## src/rtl/ucaspian_metrics_pkg.sv

```systemverilog
// Shared constants and address decode helper for the uCaspian metrics bank.
package ucaspian_metrics_pkg;

    localparam logic [7:0] METRIC_STATUS_ADDR = 8'd0;
    localparam logic [7:0] METRIC_BASE_ADDR   = 8'd1;

    // Counter indices used by the core
    localparam int MET_SPK = 0;
    localparam int MET_ACC = 1;
    localparam int MET_CLK = 2;

    typedef struct packed {
        logic       valid;  // address falls in a counter slot (k < 8)
        logic [2:0] k;      // counter index
        logic [1:0] b;      // byte index, 0 = MSB
    } cnt_sel_t;

    // Split a byte address into counter index and byte-within-counter.
    // The caller still has to reject k >= NUM_CNT.
    function automatic cnt_sel_t addr_to_cnt_byte(input logic [7:0] addr, input int bytes);
        cnt_sel_t sel;
        int off;
        int q;
        int r;
        off       = int'(addr) - int'(METRIC_BASE_ADDR);
        q         = off / bytes;
        r         = off % bytes;
        sel.valid = (addr >= METRIC_BASE_ADDR) && (q < 8);
        sel.k     = 3'(q);
        sel.b     = 2'(r);
        return sel;
    endfunction

endpackage

```

## src/rtl/ucaspian_metric_counter.sv

```systemverilog
// One event counter with its read snapshot, sticky overflow flag and
// saturate/wrap handling.
module ucaspian_metric_counter
    import ucaspian_metrics_pkg::*;
#(
    parameter int CNT_W    = 32,
    parameter bit SATURATE = 1'b1
) (
    input  logic             clk,
    input  logic             reset,
    input  logic             clear,
    input  logic             inc,
    input  logic             snap_load,
    input  logic             rd_clear,
    output logic [CNT_W-1:0] cnt,
    output logic [CNT_W-1:0] snap,
    output logic             ovf
);

    logic [CNT_W-1:0] snap_src;
    logic [CNT_W-1:0] base;

    // Residue left after a read-clear; with a single-byte counter the
    // snapshot is taken in the same cycle, so subtract the live value.
    always_comb begin
        snap_src = snap_load ? cnt : snap;
        base     = cnt - snap_src;
    end

    // Counter, snapshot and flag update: reset > clear > read-clear > inc
    always_ff @(posedge clk) begin
        if (reset || clear) begin
            cnt  <= '0;
            snap <= '0;
            ovf  <= 1'b0;
        end else begin
            if (snap_load)
                snap <= cnt;
            if (rd_clear) begin
                ovf <= 1'b0;
                if (inc && (&base))
                    cnt <= SATURATE ? base : '0;
                else
                    cnt <= base + {{(CNT_W-1){1'b0}}, inc};
            end else if (inc) begin
                if (&cnt) begin
                    ovf <= 1'b1;
                    cnt <= SATURATE ? cnt : '0;
                end else begin
                    cnt <= cnt + 1'b1;
                end
            end
        end
    end

endmodule

```

## src/rtl/ucaspian_metrics.sv

```systemverilog
// Metrics counter bank: address decode, one-shot request handshake and
// registered byte readout over NUM_CNT counters.
module ucaspian_metrics
    import ucaspian_metrics_pkg::*;
#(
    parameter int NUM_CNT  = 3,
    parameter int CNT_W    = 32,
    parameter bit SATURATE = 1'b1
) (
    input  logic               clk,
    input  logic               reset,
    input  logic               clear,
    input  logic [NUM_CNT-1:0] inc,
    input  logic [7:0]         metric_addr,
    input  logic               metric_read,
    output logic [7:0]         metric_value,
    output logic               metric_send
);

    localparam int BYTES = CNT_W / 8;

    cnt_sel_t sel;
    logic     busy;
    logic     send_reg;
    logic     accept;
    logic [7:0] rdata;

    // Byte view of every counter: [k][j] with j = 0 the least significant byte
    logic [NUM_CNT-1:0][BYTES-1:0][7:0] cnt_all;
    logic [NUM_CNT-1:0][BYTES-1:0][7:0] snap_all;
    logic [NUM_CNT-1:0] ovf;
    logic [NUM_CNT-1:0] hit;
    logic [NUM_CNT-1:0] snap_load;
    logic [NUM_CNT-1:0] rd_clear;

    assign sel         = addr_to_cnt_byte(metric_addr, BYTES);
    assign accept      = metric_read && !busy;
    assign metric_send = send_reg && metric_read;

    for (genvar i = 0; i < NUM_CNT; i++) begin : g_cnt
        assign hit[i]       = sel.valid && (sel.k == 3'(i));
        assign snap_load[i] = accept && hit[i] && (sel.b == 2'd0);
        assign rd_clear[i]  = accept && hit[i] && (sel.b == 2'(BYTES-1));

        ucaspian_metric_counter #(
            .CNT_W    (CNT_W),
            .SATURATE (SATURATE)
        ) u_cnt (
            .clk       (clk),
            .reset     (reset),
            .clear     (clear),
            .inc       (inc[i]),
            .snap_load (snap_load[i]),
            .rd_clear  (rd_clear[i]),
            .cnt       (cnt_all[i]),
            .snap      (snap_all[i]),
            .ovf       (ovf[i])
        );
    end

    // Read mux: status byte, live MSB, or snapshot byte; anything else is 0
    always_comb begin
        rdata = '0;
        if (metric_addr == METRIC_STATUS_ADDR)
            rdata = 8'(ovf);
        for (int i = 0; i < NUM_CNT; i++)
            for (int j = 0; j < BYTES; j++)
                if (hit[i] && (sel.b == 2'(BYTES-1-j)))
                    rdata = (j == BYTES-1) ? cnt_all[i][j] : snap_all[i][j];
    end

    // One acceptance per metric_read assertion; busy drops when read falls
    always_ff @(posedge clk) begin
        if (reset) begin
            busy         <= 1'b0;
            send_reg     <= 1'b0;
            metric_value <= '0;
        end else if (!metric_read) begin
            busy     <= 1'b0;
            send_reg <= 1'b0;
        end else if (!busy) begin
            busy         <= 1'b1;
            send_reg     <= 1'b1;
            metric_value <= rdata;
        end
    end

endmodule

```

## config.mk

```make
export PLATFORM = sky130hd
export DESIGN_NAME = ucaspian_metrics
export DESIGN_NICKNAME = d
export VERILOG_FILES = /design/src/rtl/ucaspian_metrics_pkg.sv /design/src/rtl/ucaspian_metric_counter.sv /design/src/rtl/ucaspian_metrics.sv
export SDC_FILE = /design/constraint.sdc
export NUM_CORES = 1
export LEC_CHECK = 0
export CORE_ASPECT_RATIO = 0.7
export CORE_UTILIZATION = 60
export CTS_BUF_LIST = sky130_fd_sc_hd__clkbuf_8
export CTS_CLUSTER_SIZE = 24
export DETAILED_ROUTE_END_ITERATION = 10
export PLACE_DENSITY = 0.87
export SLEW_MARGIN = 0
export SYNTH_ARGS = -nofsm -noshare
export SYNTH_HDL_FRONTEND = slang
export SYNTH_SLANG_ARGS = --single-unit
```

## constraint.sdc

```tcl
create_clock -name clk -period 20.1 [get_ports clk]
set_input_delay 4.02 -clock clk [delete_from_list [all_inputs] [get_ports clk]]
set_output_delay 4.02 -clock clk [all_outputs]
set_load 0.02 [all_outputs]
```

* Yosys cells after proc, flatten, opt, wreduce, memory -nomap -nowiden
Index checks and enable logic that the tools add are counted.
Operators by class: add/sub/neg operators 11, order comparisons 2, eq/ne operators 8, mux-type cells 29, bitwise logic cells 3, reduce and logical (&&, ||, !) cells 56
Operators with widths (number):
- two-way mux 32 bit | 15
- AND reduction 32 bit | 6
- adder 32 x 1 -> 32 bit | 4
- AND reduction 33 bit | 3
- adder 32 x 1 -> 32 bit, second input constant | 3
- two-way mux 8 bit | 12
- subtractor 32 bit | 3
- less-than comparator 32 x 5 -> 1 bit, second input constant | 1
- logical AND 1 bit | 30
- OR reduction 2 bit | 5
- subtractor 8 x 1 -> 9 bit, second input constant | 1
- greater-or-equal comparator 8 x 1 -> 1 bit, second input constant | 1
- zero test 8 bit | 1
- AND reduction 2 bit | 4
- != test 2 x 1 -> 1 bit, second input constant | 3
- nonzero test 2 bit | 3
- == test 2 bit, second input constant | 2
- == test 3 x 1 -> 1 bit, second input constant | 1
- == test 3 x 2 -> 1 bit, second input constant | 1
- zero test 3 bit | 1
- two-way mux 3 bit | 1
- == test 2 x 1 -> 1 bit, second input constant | 1
- zero test 2 bit | 1
- inverter 1 bit | 2
- other kinds (4) | 4
Word-level totals: register bits 205, output and inout port bits 9, logic and storage cells 121

* Longest topological paths before layout
word-level depth 20, gate-level depth with buffers 40, mapped depth without buffers 30

* Cells and area by module
A second synthesis with hierarchy kept.
Unflattened totals: cells, all modules 2648, area total of the unflattened synthesis 19904.1 µm²
Modules (own cells, without submodules):
- ucaspian_metric_counter at g_cnt[1].u_cnt ... | instances 2, cells an instance 768, area an instance 5914.4 µm²
- ucaspian_metric_counter at g_cnt[0].u_cnt | instances 1, cells an instance 801, area an instance 5957.0 µm²
- ucaspian_metrics | instances 1, cells an instance 311, area an instance 2118.3 µm²

* Least setup slack after synthesis
OpenSTA, ideal clock, no wires.
path type input -> register, start point input metric_addr[0], end point register g_cnt[1].u_cnt.cnt[11], setup time 69 ps, arrival 12911 ps, data required time 20031 ps, path slack 7120 ps, stages on the path 37, path buffers 10, path through buf_2 -> or4_1 -> buf_4 -> nor3_2 -> clkbuf_1 -> ha_1 -> ha_1 -> clkbuf_1 -> o21ai_0 -> ha_1 -> nor4bb_1 -> nand4_1 -> or4_1 -> o41ai_4 -> buf_6 -> nand2_1 -> buf_2 -> buf_1 -> buf_1 -> mux2i_1 -> ha_1 -> or3_1 -> or2_2 -> o311ai_2 -> o32ai_1 -> o2111ai_1 -> a41oi_1 -> nor4_1 -> a211oi_1 -> or4b_2 -> a2111oi_0 -> and3_1 -> clkbuf_1 -> buf_2 -> nor2_1 -> a311o_1 -> o21ai_1
On the way: longest elaborated chain between the ends 15, elaborated cells on any way between the ends 24, classes of those cells add/sub (4); order compare (2); eq/ne (3); mux (3); bitwise (1); reduce/logical (11)
RTL lines:
- from (decl) | line ucaspian_metrics.sv:14 | input logic [7:0] metric_addr,
- parallel branches: the longest is 15 deep, another holds adder 32 x 1 -> 32 bit
- to (signal assigned) | line ucaspian_metric_counter.sv:42 | cnt <= SATURATE ? base : '0;
- to (signal assigned) | line ucaspian_metric_counter.sv:44 | cnt <= base + {{(CNT_W-1){1'b0}}, inc};
- to (signal assigned) | line ucaspian_metric_counter.sv:48 | cnt <= SATURATE ? cnt : '0;
- to (decl) | line ucaspian_metric_counter.sv:15 | output logic [CNT_W-1:0] cnt,
Parallel ways; which one is timed is not known. A chain may end at the register's enable or synchronous reset.

* Final worst setup path
start point input metric_addr[1], end point register g_cnt[1].u_cnt.cnt[19]
The elaborated chain is that of the path after synthesis.

==> summary.md <==
| Metric | Value |
|---|---|
| Syn_area_per_cell | `7.23 µm²` |
| Starting Density | `0.611` |
| First DRT Iteration DRCs | `3251` |
| Synth Area in Adders | `0.0569` |
| Final setup fails | `0` |
| End-of-flow core utilization | `0.643` |
| Routed WL per cell | `about 23 µm` |
| Crit path kind | `input port to register` |
| Slew margin rel. | `0.199` |
| CP max stage cell | `and3_1` |
| Final non-filler cell area | `~0.022 mm²` |
| Synth top area share | `0.200` |
| Ranking of synthesized cells by area | `dfxtp_1 (20%), xnor2_1 (6.2%), nand2_1 (6.2%)` |
| Largest net degree at the start of global routing | `72` |
| Required time of the critical path | `20.54 ns` |
| Post-Synthesis Cell Area | `between 0.02 and 0.025 mm²` |
| I/O Buffers | `23` |
| CP most frequent cell | `ha_1` |
| Maximum fanout along the worst path | `between 40 and 50` |
| Resized cells post-CTS | `0` |
| Synth Instances | `about 2.8k` |
| Fmax | `about 0.064 GHz` |
| Die Ht | `~160 µm` |
| Final GP Congestion | `approximately 1.0` |
| Clock-pin slew on the worst setup and hold paths | `about 0.07 ns` |
| Cts hold-fix bufs | `0` |
| Top flop regs | `g_cnt.u_cnt.cnt (96), g_cnt.u_cnt.snap (96), metric_value (8)` |
| Final ANT Viol Nets | `0` |
| Worst-Margin Slew | `approximately 1.2 ns` |
| Peak supply drop | `roughly 0.049 mV` |
| Antenna Cells | `0` |
| Vias in the first global route | `around 20k` |
| Maxcap violations | `0` |
| Synth Area in XOR/XNOR | `0.105` |
| Min-delay src | `g_cnt[2].u_cnt.snap[31]$_SDFF_PP0_` |
| Worst R2R Start | `busy$_SDFF_PP0_` |
| Cell Rows | `56` |
| CP endpoint kind | `register` |
| Static Leak | `between 8 and 9 nW` |
| Max Slew Vio Count | `0` |
| Setup TNS | `0 ns` |
| Filler instances | `3019` |
| Hpwl dp | `between 50000 and 60000 µm` |
| Largest family of logic cells by synthesized area | `simple AND/OR/NAND/NOR gates` |
| GRT Util Overall | `0.412` |
| Outcome | `finished, final reports clean` |
| Final wirelength | `~74000 µm` |
| Simple-gate share of the synthesized area | `0.292` |
| Most common library cells after synthesis | `nand2_1 (338), nor2_1 (247), dfxtp_1 (205)` |
| Crit share post-route | `0.775` |
| Tmin final | `15.57 ns` |
| Post-DR vias/cell | `about 7` |
| I/O pins | `24` |
| Vias | `approximately 23k` |
| Post-synth top flop | `dfxtp_1` |
| Mux contribution to synthesized area | `0.0536` |
| Post-synth EDFFs | `0` |
| Worst setup startpoint | `metric_addr[1]` |
| Number of CTS-inserted buffers | `37` |
| Post-synth cell types | `about 100` |
| Skew-Pair Late Insertion Delay | `around 0.6 ns` |
| Grt ovf | `0` |
| Global-route wire length before repair | `approximately 110000 µm` |
| Final Hold Vio Count | `0` |
| Ratio of cells with drive above 1 in the final layout | `0.0587` |
| Synth Register Bits | `~210` |
| Post-CTS setup buffer count | `0` |
| Die ar. | `0.0350 mm²` |
| Synthesis-to-layout area growth | `5.13%` |
| PD cells | `approximately 42 mW/mm²` |
| Drt pass-1 iters | `8` |
| Area fraction in compound gates after synthesis | `0.247` |
| Count leader, synth | `nand2_1` |
| Fin nets | `2845` |
| Initial antenna violation count | `2` |
| H-tree depth | `2` |
| Post-route DRC | `0` |
| Sinks on Clock Net | `about 200` |
| RSZ-0062 raised after global routing | `no` |
| Sequential area share after synthesis | `0.200` |
| Slowest stage delay, CP | `1.03 ns` |
| Arrival time worst endpoint | `16.01 ns` |
| CTS tree | `done` |
| Clock Tree Buf Depth | `3` |
| CTS Root Cell | `clkbuf_8` |
| Syn. warnings | `0` |
| Worst min path class | `register to register` |
| Core area | `roughly 0.034 mm²` |
| Post-synth ARST share | `0` |
| Yosys top cell by area | `dfxtp_1` |
| Skew final | `0.0313 ns` |
| CP startpoint kind | `input port` |
| DIE WIDTH | `between 200 and 250 µm` |
| DP Area | `around 0.021 mm²` |
| Mapped Nets | `between 2k and 3k` |
worst max-delay path, delay by kind of cell:
kind | cells | cell delay [ns]
compound gates | 10 | 3.02
xor+xnor | 1 | 0.24
fa+ha+maj | 4 | 1.55
buf+inv | 4 | 1.63
mux | 1 | 0.37
simple gates | 11 | 5.12
layout by cell type, fill, tap and decap left out, drive strengths merged, types with 61 or more instances in the layout:
cell type | synthesis | routed
xnor2 | 146 | 146
dfxtp | 205 | 205
mux2i | 76 | 76
nor2b | 65 | 65
nor2 | 247 | 247
xor2 | 99 | 99
nand2b | 61 | 61
o21ai | 181 | 181
nand2 | 339 | 339
nor3 | 76 | 76
a21oi | 204 | 204
ha | 75 | 75
nand3 | 95 | 95
inv | 69 | 75
per-stage QoR:
stage | hold slack, ns | total power [mW] | cells | setup slack, ns
6_report | 0.478 | 0.900 | 3210 | 4.53
5_1_grt | 0.500 | 0.922 | 3210 | 3.68
4_1_cts | 0.481 | 0.897 | 3210 | 4.93
3_5_place_dp | 0.471 | 0.473 | 3148 | 4.36
3_3_place_gp | 0.456 | 0.472 | 3148 | 4.75
2_1_floorplan | 0.437 | 0.455 | 2840 | 7.12
per-layer routing:
layer | GRT usage | part of all wire
met1 | 0.604 | 0.43
met2 | 0.574 | 0.39
met3 | 0.118 | 0.15
met4 | 0.121 | 0.031
met5 | 0 | 0.00018
worst paths after layout:
kind | to | slack, ns | cells past startpoint
min | g_cnt[2].u_cnt.snap[31]$_SDFF_PP0_ | 0.48 | 2
min reg2reg | g_cnt[2].u_cnt.snap[31]$_SDFF_PP0_ | 0.48 | 2
max reg2reg | g_cnt[1].u_cnt.cnt[19]$_SDFFE_PP0P_ | 11.94 | 23
max | g_cnt[1].u_cnt.cnt[19]$_SDFFE_PP0P_ | 4.53 | 31
cells by family after synthesis:
family | count (synthesis)
AO/OA/AOI/OAI | 773
XOR/XNOR | 245
adder cells (fa/ha/maj) | 95
buffers and inverters | 242
flip-flops | 205
multiplexers | 93
AND/OR/NAND/NOR | 1187
cell type report:
| cell class | count | area, µm² | share of cell area |
|---|---|---|---|
| multi-input cells | 2393 | 15500 | 0.718 |
| clock buffers | 49 | 674 | 0.0313 |
| flip-flops and latches | 205 | 4100 | 0.190 |
| repair buffers | 46 | 398 | 0.0184 |
| well taps | 435 | 544 | 0.0252 |
| inverters | 69 | 259 | 0.0120 |
| clock inverters | 13 | 93.8 | 0.00435 |
report_power, final:
part	switching, mW	internal, mW	total [mW]
Clock	0.204	0.230	0.434
Combinational	0.0402	0.0180	0.0582
Sequential	0.00117	0.407	0.408
Power figures use the tool's default switching activity.
